`config.mk`:
```
export PLATFORM = sky130hd
export DESIGN_NAME = fetch_redirect_ctrl_flat
export DESIGN_NICKNAME = d
export VERILOG_FILES = /design/src/rtl/fetch_redirect_ctrl_if.sv /design/src/rtl/fetch_redirect_ctrl.sv /design/src/flat_wrapper.sv
export SDC_FILE = /design/constraint.sdc
export NUM_CORES = 1
export LEC_CHECK = 0
export ABC_AREA = 0
export CAP_MARGIN = 20
export CORE_MARGIN = 3
export CORE_UTILIZATION = 39
export CTS_BUF_LIST = sky130_fd_sc_hd__clkbuf_8 sky130_fd_sc_hd__clkbuf_16
export DETAILED_ROUTE_END_ITERATION = 10
export PLACE_DENSITY_LB_ADDON = 0.15
export SLEW_MARGIN = 20
export SYNTH_ARGS = -nofsm -noshare
export SYNTH_HDL_FRONTEND = slang
export SYNTH_SLANG_ARGS = --single-unit
```
`constraint.sdc`:
```
create_clock -name clk -period 2 [get_ports clk]
set_input_delay 0.2 -clock clk [delete_from_list [all_inputs] [get_ports clk]]
set_output_delay 0.2 -clock clk [all_outputs]
set_load 0.01 [all_outputs]
```
`src/rtl/fetch_redirect_ctrl_if.sv`:
```
`default_nettype none
// ============================================================================
//  Module      : fetch_redirect_ctrl_if
//  Description : Hazard-unit, cache-hit and redirect-target bundle seen by the
//                fetch next-PC controller, plus the controller's PC outputs.
//  Revision    : 1.0 - initial release
// ============================================================================
interface fetch_redirect_ctrl_if;
  logic        StallD;
  logic        Ihit;
  logic        Dhit;
  logic        JumpReg;
  logic        MistakeD;
  logic        BranchPrd;
  logic        Jump;
  logic [31:0] PCReg;
  logic [31:0] PCBranchD;
  logic [31:0] PCBranchF;
  logic [31:0] PCJump;
  logic [31:0] PCPlus4F;
  logic [31:0] NextPC;
  logic [2:0]  PCSel;
  logic        StallF;
  logic        FlushD;
  logic        RedirPend;

  // Pipeline side: supplies hazards, hits and targets, consumes next PC.
  modport master (
    output StallD, Ihit, Dhit, JumpReg, MistakeD, BranchPrd, Jump,
    output PCReg, PCBranchD, PCBranchF, PCJump, PCPlus4F,
    input  NextPC, PCSel, StallF, FlushD, RedirPend
  );

  // Controller side.
  modport slave (
    input  StallD, Ihit, Dhit, JumpReg, MistakeD, BranchPrd, Jump,
    input  PCReg, PCBranchD, PCBranchF, PCJump, PCPlus4F,
    output NextPC, PCSel, StallF, FlushD, RedirPend
  );
endinterface
`default_nettype wire

```
`src/rtl/fetch_redirect_ctrl.sv`:
```
`default_nettype none
// ============================================================================
//  Module      : fetch_redirect_ctrl
//  Description : Next-PC arbitration for the fetch stage. Picks among
//                JumpReg > MistakeD > BranchPrd > Jump > PCPlus4F, and holds a
//                decode redirect that arrives during a cache miss so it can be
//                replayed on the first cycle fetch advances.
//  Options     : FETCH_REDIR_PERF_EN adds RedirCnt / MissCycCnt counters.
//  Revision    : 1.0 - initial release
// ============================================================================
module fetch_redirect_ctrl #(
  parameter logic [31:0] RESET_PC = 32'h0000_0000
`ifdef FETCH_REDIR_PERF_EN
  ,
  parameter int          CNT_W    = 32
`endif
) (
  input  wire logic             clk,
  input  wire logic             reset,
  fetch_redirect_ctrl_if.slave  bus
`ifdef FETCH_REDIR_PERF_EN
  ,
  output logic [CNT_W-1:0]      RedirCnt,
  output logic [CNT_W-1:0]      MissCycCnt
`endif
);

  typedef enum logic [0:0] {
    RUN  = 1'b0,
    MISS = 1'b1
  } state_t;

  localparam logic [2:0] SEL_SEQ    = 3'd0;
  localparam logic [2:0] SEL_JUMP   = 3'd1;
  localparam logic [2:0] SEL_BPRD   = 3'd2;
  localparam logic [2:0] SEL_MIST   = 3'd3;
  localparam logic [2:0] SEL_JREG   = 3'd4;
  localparam logic [2:0] SEL_REPLAY = 3'd5;

  state_t      state;
  state_t      state_nxt;
  logic        pvalid;
  logic [31:0] ptarget;

  logic        go;
  logic        jr_q;
  logic        md_q;
  logic [31:0] pc_raw;
  logic [2:0]  sel;
  logic        flush;
  logic        cap_en;
  logic [31:0] cap_target;
  logic        release_p;

  // Decode redirects only count when decode is not stalled; fetch advances on Go.
  assign go   = bus.Ihit & bus.Dhit & ~bus.StallD;
  assign jr_q = bus.JumpReg  & ~bus.StallD;
  assign md_q = bus.MistakeD & ~bus.StallD;

  // Next-state and next-PC selection; redirect takes effect in the same cycle.
  always_comb begin
    state_nxt  = state;
    pc_raw     = bus.PCPlus4F;
    sel        = SEL_SEQ;
    flush      = 1'b0;
    cap_en     = 1'b0;
    cap_target = bus.PCReg;
    release_p  = 1'b0;
    case (state)
      RUN: begin
        if (go) begin
          if (jr_q) begin
            pc_raw = bus.PCReg;
            sel    = SEL_JREG;
            flush  = 1'b1;
          end else if (md_q) begin
            pc_raw = bus.PCBranchD;
            sel    = SEL_MIST;
            flush  = 1'b1;
          end else if (bus.BranchPrd) begin
            pc_raw = bus.PCBranchF;
            sel    = SEL_BPRD;
          end else if (bus.Jump) begin
            pc_raw = bus.PCJump;
            sel    = SEL_JUMP;
          end
        end else if (jr_q || md_q) begin
          // Fetch is frozen: remember the redirect and squash the decode slot now.
          cap_en     = 1'b1;
          cap_target = jr_q ? bus.PCReg : bus.PCBranchD;
          flush      = 1'b1;
          state_nxt  = MISS;
        end
      end
      MISS: begin
        // Younger redirects and fetch-stage predictions are ignored until replay.
        if (go) begin
          pc_raw    = ptarget;
          sel       = SEL_REPLAY;
          flush     = 1'b1;
          release_p = 1'b1;
          state_nxt = RUN;
        end
      end
      default: state_nxt = RUN;
    endcase
  end

  // Reset overrides every output; the low two PC bits are always cleared.
  assign bus.NextPC    = (reset ? pc_raw : RESET_PC) & ~32'h3;
  assign bus.PCSel     = reset ? sel : SEL_SEQ;
  assign bus.StallF    = ~go | ~reset;
  assign bus.FlushD    = flush | ~reset;
  assign bus.RedirPend = pvalid;

  // State and pending-redirect registers.
  always_ff @(posedge clk or negedge reset) begin
    if (!reset) begin
      state   <= RUN;
      pvalid  <= 1'b0;
      ptarget <= 32'h0;
    end else begin
      state <= state_nxt;
      if (cap_en) begin
        pvalid  <= 1'b1;
        ptarget <= cap_target;
      end else if (release_p) begin
        pvalid  <= 1'b0;
      end
    end
  end

`ifdef FETCH_REDIR_PERF_EN
  // Event counters: taken non-sequential redirects and I-cache miss cycles.
  always_ff @(posedge clk or negedge reset) begin
    if (!reset) begin
      RedirCnt   <= '0;
      MissCycCnt <= '0;
    end else begin
      if (go && (sel != SEL_SEQ)) begin
        RedirCnt <= RedirCnt + CNT_W'(1);
      end
      if (!bus.Ihit) begin
        MissCycCnt <= MissCycCnt + CNT_W'(1);
      end
    end
  end
`endif

endmodule
`default_nettype wire

```
`src/flat_wrapper.sv`:
```
// flat-port wrapper written by rule: the top's interface ports become plain ports
module fetch_redirect_ctrl_flat 
#(
  parameter logic [31:0] RESET_PC = 32'h0000_0000

)
  (clk, reset, bus_StallD, bus_Ihit, bus_Dhit, bus_JumpReg, bus_MistakeD, bus_BranchPrd, bus_Jump, bus_PCReg, bus_PCBranchD, bus_PCBranchF, bus_PCJump, bus_PCPlus4F, bus_NextPC, bus_PCSel, bus_StallF, bus_FlushD, bus_RedirPend);
  fetch_redirect_ctrl_if bus_i ();
  input  wire logic clk;
  input  wire logic reset;
  input wire logic [$bits(bus_i.StallD)-1:0] bus_StallD;
  input wire logic [$bits(bus_i.Ihit)-1:0] bus_Ihit;
  input wire logic [$bits(bus_i.Dhit)-1:0] bus_Dhit;
  input wire logic [$bits(bus_i.JumpReg)-1:0] bus_JumpReg;
  input wire logic [$bits(bus_i.MistakeD)-1:0] bus_MistakeD;
  input wire logic [$bits(bus_i.BranchPrd)-1:0] bus_BranchPrd;
  input wire logic [$bits(bus_i.Jump)-1:0] bus_Jump;
  input wire logic [$bits(bus_i.PCReg)-1:0] bus_PCReg;
  input wire logic [$bits(bus_i.PCBranchD)-1:0] bus_PCBranchD;
  input wire logic [$bits(bus_i.PCBranchF)-1:0] bus_PCBranchF;
  input wire logic [$bits(bus_i.PCJump)-1:0] bus_PCJump;
  input wire logic [$bits(bus_i.PCPlus4F)-1:0] bus_PCPlus4F;
  output wire logic [$bits(bus_i.NextPC)-1:0] bus_NextPC;
  output wire logic [$bits(bus_i.PCSel)-1:0] bus_PCSel;
  output wire logic [$bits(bus_i.StallF)-1:0] bus_StallF;
  output wire logic [$bits(bus_i.FlushD)-1:0] bus_FlushD;
  output wire logic [$bits(bus_i.RedirPend)-1:0] bus_RedirPend;
  assign bus_i.StallD = bus_StallD;
  assign bus_i.Ihit = bus_Ihit;
  assign bus_i.Dhit = bus_Dhit;
  assign bus_i.JumpReg = bus_JumpReg;
  assign bus_i.MistakeD = bus_MistakeD;
  assign bus_i.BranchPrd = bus_BranchPrd;
  assign bus_i.Jump = bus_Jump;
  assign bus_i.PCReg = bus_PCReg;
  assign bus_i.PCBranchD = bus_PCBranchD;
  assign bus_i.PCBranchF = bus_PCBranchF;
  assign bus_i.PCJump = bus_PCJump;
  assign bus_i.PCPlus4F = bus_PCPlus4F;
  assign bus_NextPC = bus_i.NextPC;
  assign bus_PCSel = bus_i.PCSel;
  assign bus_StallF = bus_i.StallF;
  assign bus_FlushD = bus_i.FlushD;
  assign bus_RedirPend = bus_i.RedirPend;
  fetch_redirect_ctrl #(.RESET_PC(RESET_PC)) u_core (.clk(clk), .reset(reset), .bus(bus_i));
endmodule
```
=== Yosys cells after proc, flatten, opt, wreduce, memory -nomap -nowiden ===
Cells that the tools add are included.

* Output and inout bits: 38
* Register bits after elaboration: 34
* Input bits: 169

* Reductions and logical operators: 2
* Bitwise gates (word level): 10
* Multiplexer cells: 33

{| class="wikitable"
|+ Operators by type and width
! cell !! count
|-
| $mux 32 || 11
|-
| $pmux 32 s2 || 1
|-
| $mux 3 || 6
|-
| $mux 1 || 12
|-
| $pmux 3 s2 || 1
|-
| $and 1x1->1 || 4
|-
| $not 1->1 || 4
|-
| $pmux 1 s2 || 2
|-
| $or 1x1->1 || 2
|-
| $reduce_bool 2->1 || 1
|-
| $logic_or 1x1->1 || 1
|}

=== Logic depth before layout (Yosys ltp) ===
Gate-level depths: netlist (run 1).

* Word-level depth: 7
* Mapped depth: 8

=== Worst setup path before layout (run 1) ===
No wires, ideal clock.

* Kind: input port to output port
* Start point: input bus_JumpReg
* End point: output bus_NextPC[29]
* Required time: 1.800 ns
* Stages: 7
* Setup slack: 0.349 ns
* Arrival time: 1.451 ns
* Path through: clkbuf_1 > o21bai_1 > and2_1 > buf_2 > buf_2 > nand2_1 > a31oi_1

* Longest elaborated chain between the ends: 5

{| class="wikitable"
|+ RTL lines
! item !! RTL line !! source
|-
| from (decl) || flat_wrapper.sv:14 || <nowiki>input wire logic [$bits(bus_i.JumpReg)-1:0] bus_JumpReg;</nowiki>
|-
| $and 1x1->1 || fetch_redirect_ctrl.sv:57 || <nowiki>assign jr_q = bus.JumpReg & ~bus.StallD;</nowiki>
|-
| $mux 32 || fetch_redirect_ctrl.sv:72 || <nowiki>if (jr_q) begin</nowiki>
|-
| $mux 32 || fetch_redirect_ctrl.sv:71 || <nowiki>if (go) begin</nowiki>
|-
| $pmux 32 s2 || fetch_redirect_ctrl.sv:69 || <nowiki>case (state)</nowiki>
|-
| $mux 32 || fetch_redirect_ctrl.sv:110 || <nowiki>assign bus.NextPC = (reset ? pc_raw : RESET_PC) & ~32'h3;</nowiki>
|-
| to (decl) || flat_wrapper.sv:23 || <nowiki>output wire logic [$bits(bus_i.NextPC)-1:0] bus_NextPC;</nowiki>
|}

No other way between the ends.

=== Worst setup path after layout (run 1) ===
* Start point: input bus_Dhit
* End point: output bus_NextPC[17]

* Longest elaborated chain between the ends: 5

{| class="wikitable"
|+ RTL lines
! item !! RTL line !! source
|-
| from (decl) || flat_wrapper.sv:13 || <nowiki>input wire logic [$bits(bus_i.Dhit)-1:0] bus_Dhit;</nowiki>
|-
| $and 1x1->1 * (2 in series) || fetch_redirect_ctrl.sv:56 || <nowiki>assign go = bus.Ihit & bus.Dhit & ~bus.StallD;</nowiki>
|-
| $mux 32, on equally long branches || fetch_redirect_ctrl.sv:97, fetch_redirect_ctrl.sv:71 ||
|-
| $pmux 32 s2 * || fetch_redirect_ctrl.sv:69 ||
|-
| $mux 32 * || fetch_redirect_ctrl.sv:110 ||
|}

Mark *: on every way between the ends. The rest lies on a longest branch, timed or not.

==> results.toml, run 1 <==
[cts]
path_clk_slew_ns = 0.07
cts-root-buf = "clkbuf_8"
cts_tree = "done"
numCtsBuffers = 5
cts_htree_levels = 2
cts_buffer_depth = 2
cts_sinks = 32
insertion_delay_ns = 0.28

[placed_design]
post-dp-hpwl_um = 11000
portBuffers = 194
finalWeightedCongestion = 0.872
placed_cell_area_um2 = 5790

[sta]
rsz0062_at_grt = "yes"
hold_ws_ns = 0.0114
min_period_over_period_pct = 98.6
period_needed_ns = 1.97
setup-violations-final = 0
fmax_mhz = 507
report.final.slew_viol_count = 0
fin_skew_ns = 0.00750
hold_viol = 0

[grt]
grt_max_degree = 35
grt_pass1_vias = 4562
antenna_found_initial = 0
grt_pass1_wl_um = 22900
overflow = 0
grt_usage_pct = 27.8

[worst_setup_path]
cp_slowest_stage_delay_ns = 0.47
critPathCaptureType = "output port"
worstPathArrival_ns = 1.77
critical_path_class = "in -> out"
crit_fanout = 8
required_ns = 1.80
cp_common_cell = "buf_4"
cp_slowest_cell = "clkdlybuf4s50_1"
cp-start-kind = "primary input"
critical_path.cell_chain = "clkdlybuf4s50_1 > and3b_2 > buf_4 > buf_4 > o211ai_1 > a31oi_1 > dlygate4sd2_1"

[drt]
drc = 0
drtPass1Iterations = 5
vias = 4486
vias_per_cell = 5.94
drt_first_iter_violations = 243
wirelength_um = 14600
ant_nets = 0
avgRoutedWirePerCell_um = 19.4

[synthesis]
yosys.area.top_type = "dfrtp_1"
synth_cell_types = 30
yosys-top-cells-area = "dfrtp_1 23%, o31ai_2 11%, mux2i_1 8.5%"
synth-seq-area-share_pct = 22.7
synth.avg_cell_area_um2 = 7.78
syn_inst = 453
synth_top_area_share_pct = 22.7
syn_area_um2 = 3530
synth_mux_area_share_pct = 8.84
synthAdderAreaFrac_pct = 0
synth_top_family_by_area = "compound AO/OA/AOI/OAI gates"
synth_compound_area_share_pct = 41.4
synth_xor_area_share_pct = 0
synth-seq-cells = 32
synth_warnings = 0
synth_simple_gate_area_share_pct = 18.9

[cells_and_area]
nNetsFinal = 815
utilization_pct = 68.9
diodes = 0
postLayoutCellArea_um2 = 6040
drive_gt1_share_pct = 19.3
syn_to_final_growth_pct = 71.3

[die]
num_rows = 34
coreArea_um2 = 8760
ios = 207
die_h_um = 101
initial_core_util_pct = 40.2
die_w_um = 101
die_area_um2 = 10200

[power_and_ir_drop]
powerDensity_nw_per_um2 = 430
ir_drop_uv = 303
p_leak_uw = 0.00263

[min_path]
hp-class = "in -> async"

[run]
maxCapViolCount = 0

[run_status]
status = "finished clean"
==> Yosys cell counts (all sizes together) <==
cell,count
o21ai,4
a22o,1
nor2,5
a22oi,29
nor2b,4
or3,30
nand3b,1
o22ai,29
a21o,29
conb,1
mux2i,30
a31oi,30
nand2b,1
and3b,1
and2,2
a21oi,4
o31ai,30
nor4,1
inv,1
o211ai,30
dfrtp,32
nand2,65
mux2,1
buf,20
clkbuf,41
nor3,30
o21bai,1
==> state kept, by name, summed over array words and instances, names as in the netlist <==
register	flops
u_core.bus.RedirPend	1
u_core.state	1
u_core.ptarget	30
==> kinds of logic (layout without fill, tap and decap cells) <==
logic type      Yosys count  in the layout
flops                    32             32
compound gates          187            187
buf+inv                  62            255
mux                      31             31
simple gates            140            140
other cells               1              2
==> placed cells by master, fill, tap and decap left out, types with 6 or more instances in the layout <==
cell type,n
a21o_1,29
a22oi_1,29
a31oi_1,30
buf_12,12
buf_2,12
buf_4,25
buf_6,9
clkbuf_2,8
clkbuf_8,6
clkdlybuf4s15_1,6
clkdlybuf4s50_1,153
dfrtp_1,32
dlygate4sd2_1,14
mux2i_1,30
nand2_1,65
nor3_1,24
nor3_2,6
o211ai_1,30
o22ai_1,29
o31ai_2,30
or3_1,27
==> cell type report <==
class | instances | area, um^2
fillers | 736 | 2730
multi-input cells | 360 | 2510
repair buffers | 246 | 2490
flip-flops and latches | 32 | 801
well taps | 108 | 135
clock buffers | 6 | 82.6
clock inverters | 2 | 10.0
inverters | 1 | 3.75
==> through the flow <==
step	total power, uW	TNS [ns]	setup slack (ns)	instances
2_1_floorplan	1410	0	0.349	454
3_3_place_gp	2030	-9.70	-0.350	738
3_5_place_dp	2060	-11.39	-0.388	738
4_1_cts	2600	0	0.00111	754
5_1_grt	2750	-0.178	-0.0499	755
6_report	2600	0	0.0275	755
==> path summary, 6_finish.rpt <==
check                                   start                 end  slack [ns]  cells past startpoint
max                                  bus_Dhit      bus_NextPC[17]        0.03                      7
min                                     reset  u_core.ptarget[29]        0.01                      2
max reg2reg                      u_core.state   u_core.ptarget[8]        0.36                      4
min reg2reg                u_core.ptarget[30]  u_core.ptarget[30]        0.47                      2
max in group asynchronous               reset  u_core.ptarget[28]        1.32                      2
min in group clk                 bus_MistakeD  u_core.ptarget[30]        0.40                      5
==> per-layer routing <==
layer | vias up | wire [um] | track usage, % | part of all wire, %
met4 | 0 | 180 | 7.46 | 1.2
met3 | 14 | 1030 | 3.94 | 7.0
met5 | - | 0 | 0 | 0
met2 | 199 | 7380 | 49.1 | 50
li1 | 2132 | - | - | -
met1 | 2141 | 6060 | 35.1 | 41
==> worst max-delay path, delay by kind of cell <==
| kind | cells | cell delay, ns |
|---|---|---|
| buffers and inverters | 4 | 1.05 |
| AND/OR/NAND/NOR | 1 | 0.26 |
| AO/OA/AOI/OAI | 2 | 0.26 |
==> timing repair <==
action / in CTS / in global routing
hold endpoints to repair: 3 / 0
pin swaps: 6 / 5
hold buffers: 1 / 0
setup buffers: 4 / 1
resized for setup: 76 / 35
cloned: 3 / 0
setup endpoints to repair: 35 / 27
==> power by group <==
group          internal, uW  switching, uW
Combinational           702            569
Clock                   274            235
Sequential              759           56.8
No activity file was read; power rests on OpenSTA's default activity.
==> run 2, diff against run 1 <==
Settings changed: ABC_AREA 0 to default, CORE_MARGIN 3 to 4, SETUP_SLACK_MARGIN from default to 0.2.
==> run 2 against run 1 <==
Cell count grew 2.1%. Clock power increased by 3%. Global-route usage rose by 1.0 points. Register-to-register slack lost 0.04 ns. Critical path depth unchanged. Flip-flop and latch count unchanged. Clock-buffer cell count unchanged. Sequential share of layout area fell by 0.33 points. Combinational power up 6%. First-iteration DRC count up 23%. Worst setup slack improved by 0.090 ns. Hold slack better by 0.041 ns.
==> results.toml, run 2 (synthesis gave the netlist of run 1 again) <==
[run_status]
status = "finished clean"

[cells_and_area]
multi_input_area_um2 = 2610
syn_to_final_growth_pct = 75.7
nNetsFinal = 829
utilization_pct = 70.7
drive_gt1_share_pct = 25.0
regArea_um2 = 801
largest-register = "u_core.ptarget"
final_common_cell = "clkdlybuf4s50_1"
final_cell_mix = "152 x clkdlybuf4s50_1, 65 x nand2_1, 38 x buf_4"
fillers = 665
largest_register_ffs = 30

[power_and_ir_drop]
p_switching_uw = 921
combPwrFrac_pct = 49.9
p_sw_share_pct = 34.3
seqPwrFrac_pct = 30.6
ir_drop_uv = 248
power.total_uw = 2680
powerDensity_nw_per_um2 = 433
p_leak_uw = 0.00270
clkPwrFrac_pct = 19.5
p_int_uw = 1760

[worst_setup_path]
cp-start-kind = "register"
crit_fanout = 11
critPathCaptureType = "output port"
worstPathArrival_ns = 1.68
required_ns = 1.80
critical_path_class = "reg -> out"

[grt]
antenna_found_initial = 2
grt_pass1_vias = 4856
grt_pass1_wl_um = 24100
overflow = 0
grt_usage_pct = 28.8
grt_max_degree = 27

[drt]
avgRoutedWirePerCell_um = 21.1
drtPass1Iterations = 6
vias = 4793
ant_nets = 0
drc = 0
drt_first_iter_violations = 298
vias_per_cell = 6.22
wirelength_um = 16300

[sta]
setup-violations-final = 0
min_period_over_period_pct = 94.1
fmax_mhz = 531
rsz0062_at_grt = "yes"
hold_ws_ns = 0.0522
period_needed_ns = 1.88
fin_skew_ns = 0.00346
report.final.slew_viol_count = 0
hold_viol = 0

[cts]
cts_tree = "done"
cts_hold_buf = 0
path_clk_slew_ns = 0.07
numCtsBuffers = 5
cts-root-buf = "clkbuf_8"
cts_sinks = 32
cts_htree_levels = 2
insertion_delay_ns = 0.29
cts_buffer_depth = 2

[placed_design]
post-dp-hpwl_um = 11200
portBuffers = 194
finalWeightedCongestion = 0.881

[die]
num_rows = 34
die_h_um = 103
ios = 207
initial_core_util_pct = 40.2
coreArea_um2 = 8760
die_area_um2 = 10600
die_w_um = 103

[run]
maxCapViolCount = 0

[min_path]
hp-class = "in -> async"
## run 2: critical path: stages (launching register included)
cell	delay (ns)
dfrtp_1	0.42
buf_6	0.15
buf_6	0.12
nor2_4	0.15
buf_4	0.14
clkbuf_16	0.16
a31oi_1	0.08
buf_2	0.15
## run 2: worst paths after layout
| kind | startpoint | end | slack [ns] | depth (start not counted) |
|---|---|---|---|---|
| max in group asynchronous | reset | u_core.ptarget[10] | 1.62 | 3 |
| worst min register to register | u_core.ptarget[31] | u_core.ptarget[31] | 0.48 | 2 |
| min in group clk | bus_StallD | u_core.ptarget[30] | 0.17 | 2 |
| worst max register to register | u_core.state | u_core.ptarget[27] | 0.32 | 4 |
| worst max-delay path | u_core.state | bus_NextPC[5] | 0.12 | 7 |
| worst min-delay path | reset | u_core.ptarget[15] | 0.05 | 2 |
## run 2: per-layer routing
layer	share of wire (%)	wire (um)	global-route usage (%)	vias up
li1	-	-	-	2175
met1	38	6160	34.6	2257
met2	50	8130	50.5	314
met3	8.9	1450	4.47	47
met4	3.2	527	12.5	0
met5	0	0	0	-
## run 2: cell type report
type,instances,share of cell area (%)
multi-input combinational,360,42.1
timing repair buffer,260,41.2
sequential,32,12.9
tap,108,2.18
clock buffer,6,1.33
clock inverter,2,0.121
inverter,1,0.101
antenna,2,0.0808
## run 2: power by group through the flow
stage / sequential, uW / combinational, uW / clock (uW)
finish: 821 / 1340 / 524
global route: 834 / 1440 / 551
detailed placement: 824 / 1240 / 0
CTS: 813 / 1260 / 521
global placement: 818 / 1210 / 0
floorplan: 811 / 596 / 0
## run 2: per-stage QoR
stage	setup slack, ns	cells	TNS (ns)	area [um^2]
after floorplan	0.349	454	0	3530
after global placement	-0.362	742	-12.17	5780
after detailed placement	-0.373	742	-13.11	5780
after CTS	0.106	761	0	5930
after global routing	0.0824	771	0	6190
final	0.118	771	0	6190
## run 2: timing repair
| action | CTS | global route |
|---|---|---|
| setup endpoints to repair | 40 | 32 |
| setup buffers | 7 | 5 |
| endpoints found under the hold margin | 0 | 0 |
| pin swaps | 3 | 28 |
| resized for setup | 142 | 38 |
| gates cloned | 4 | 3 |
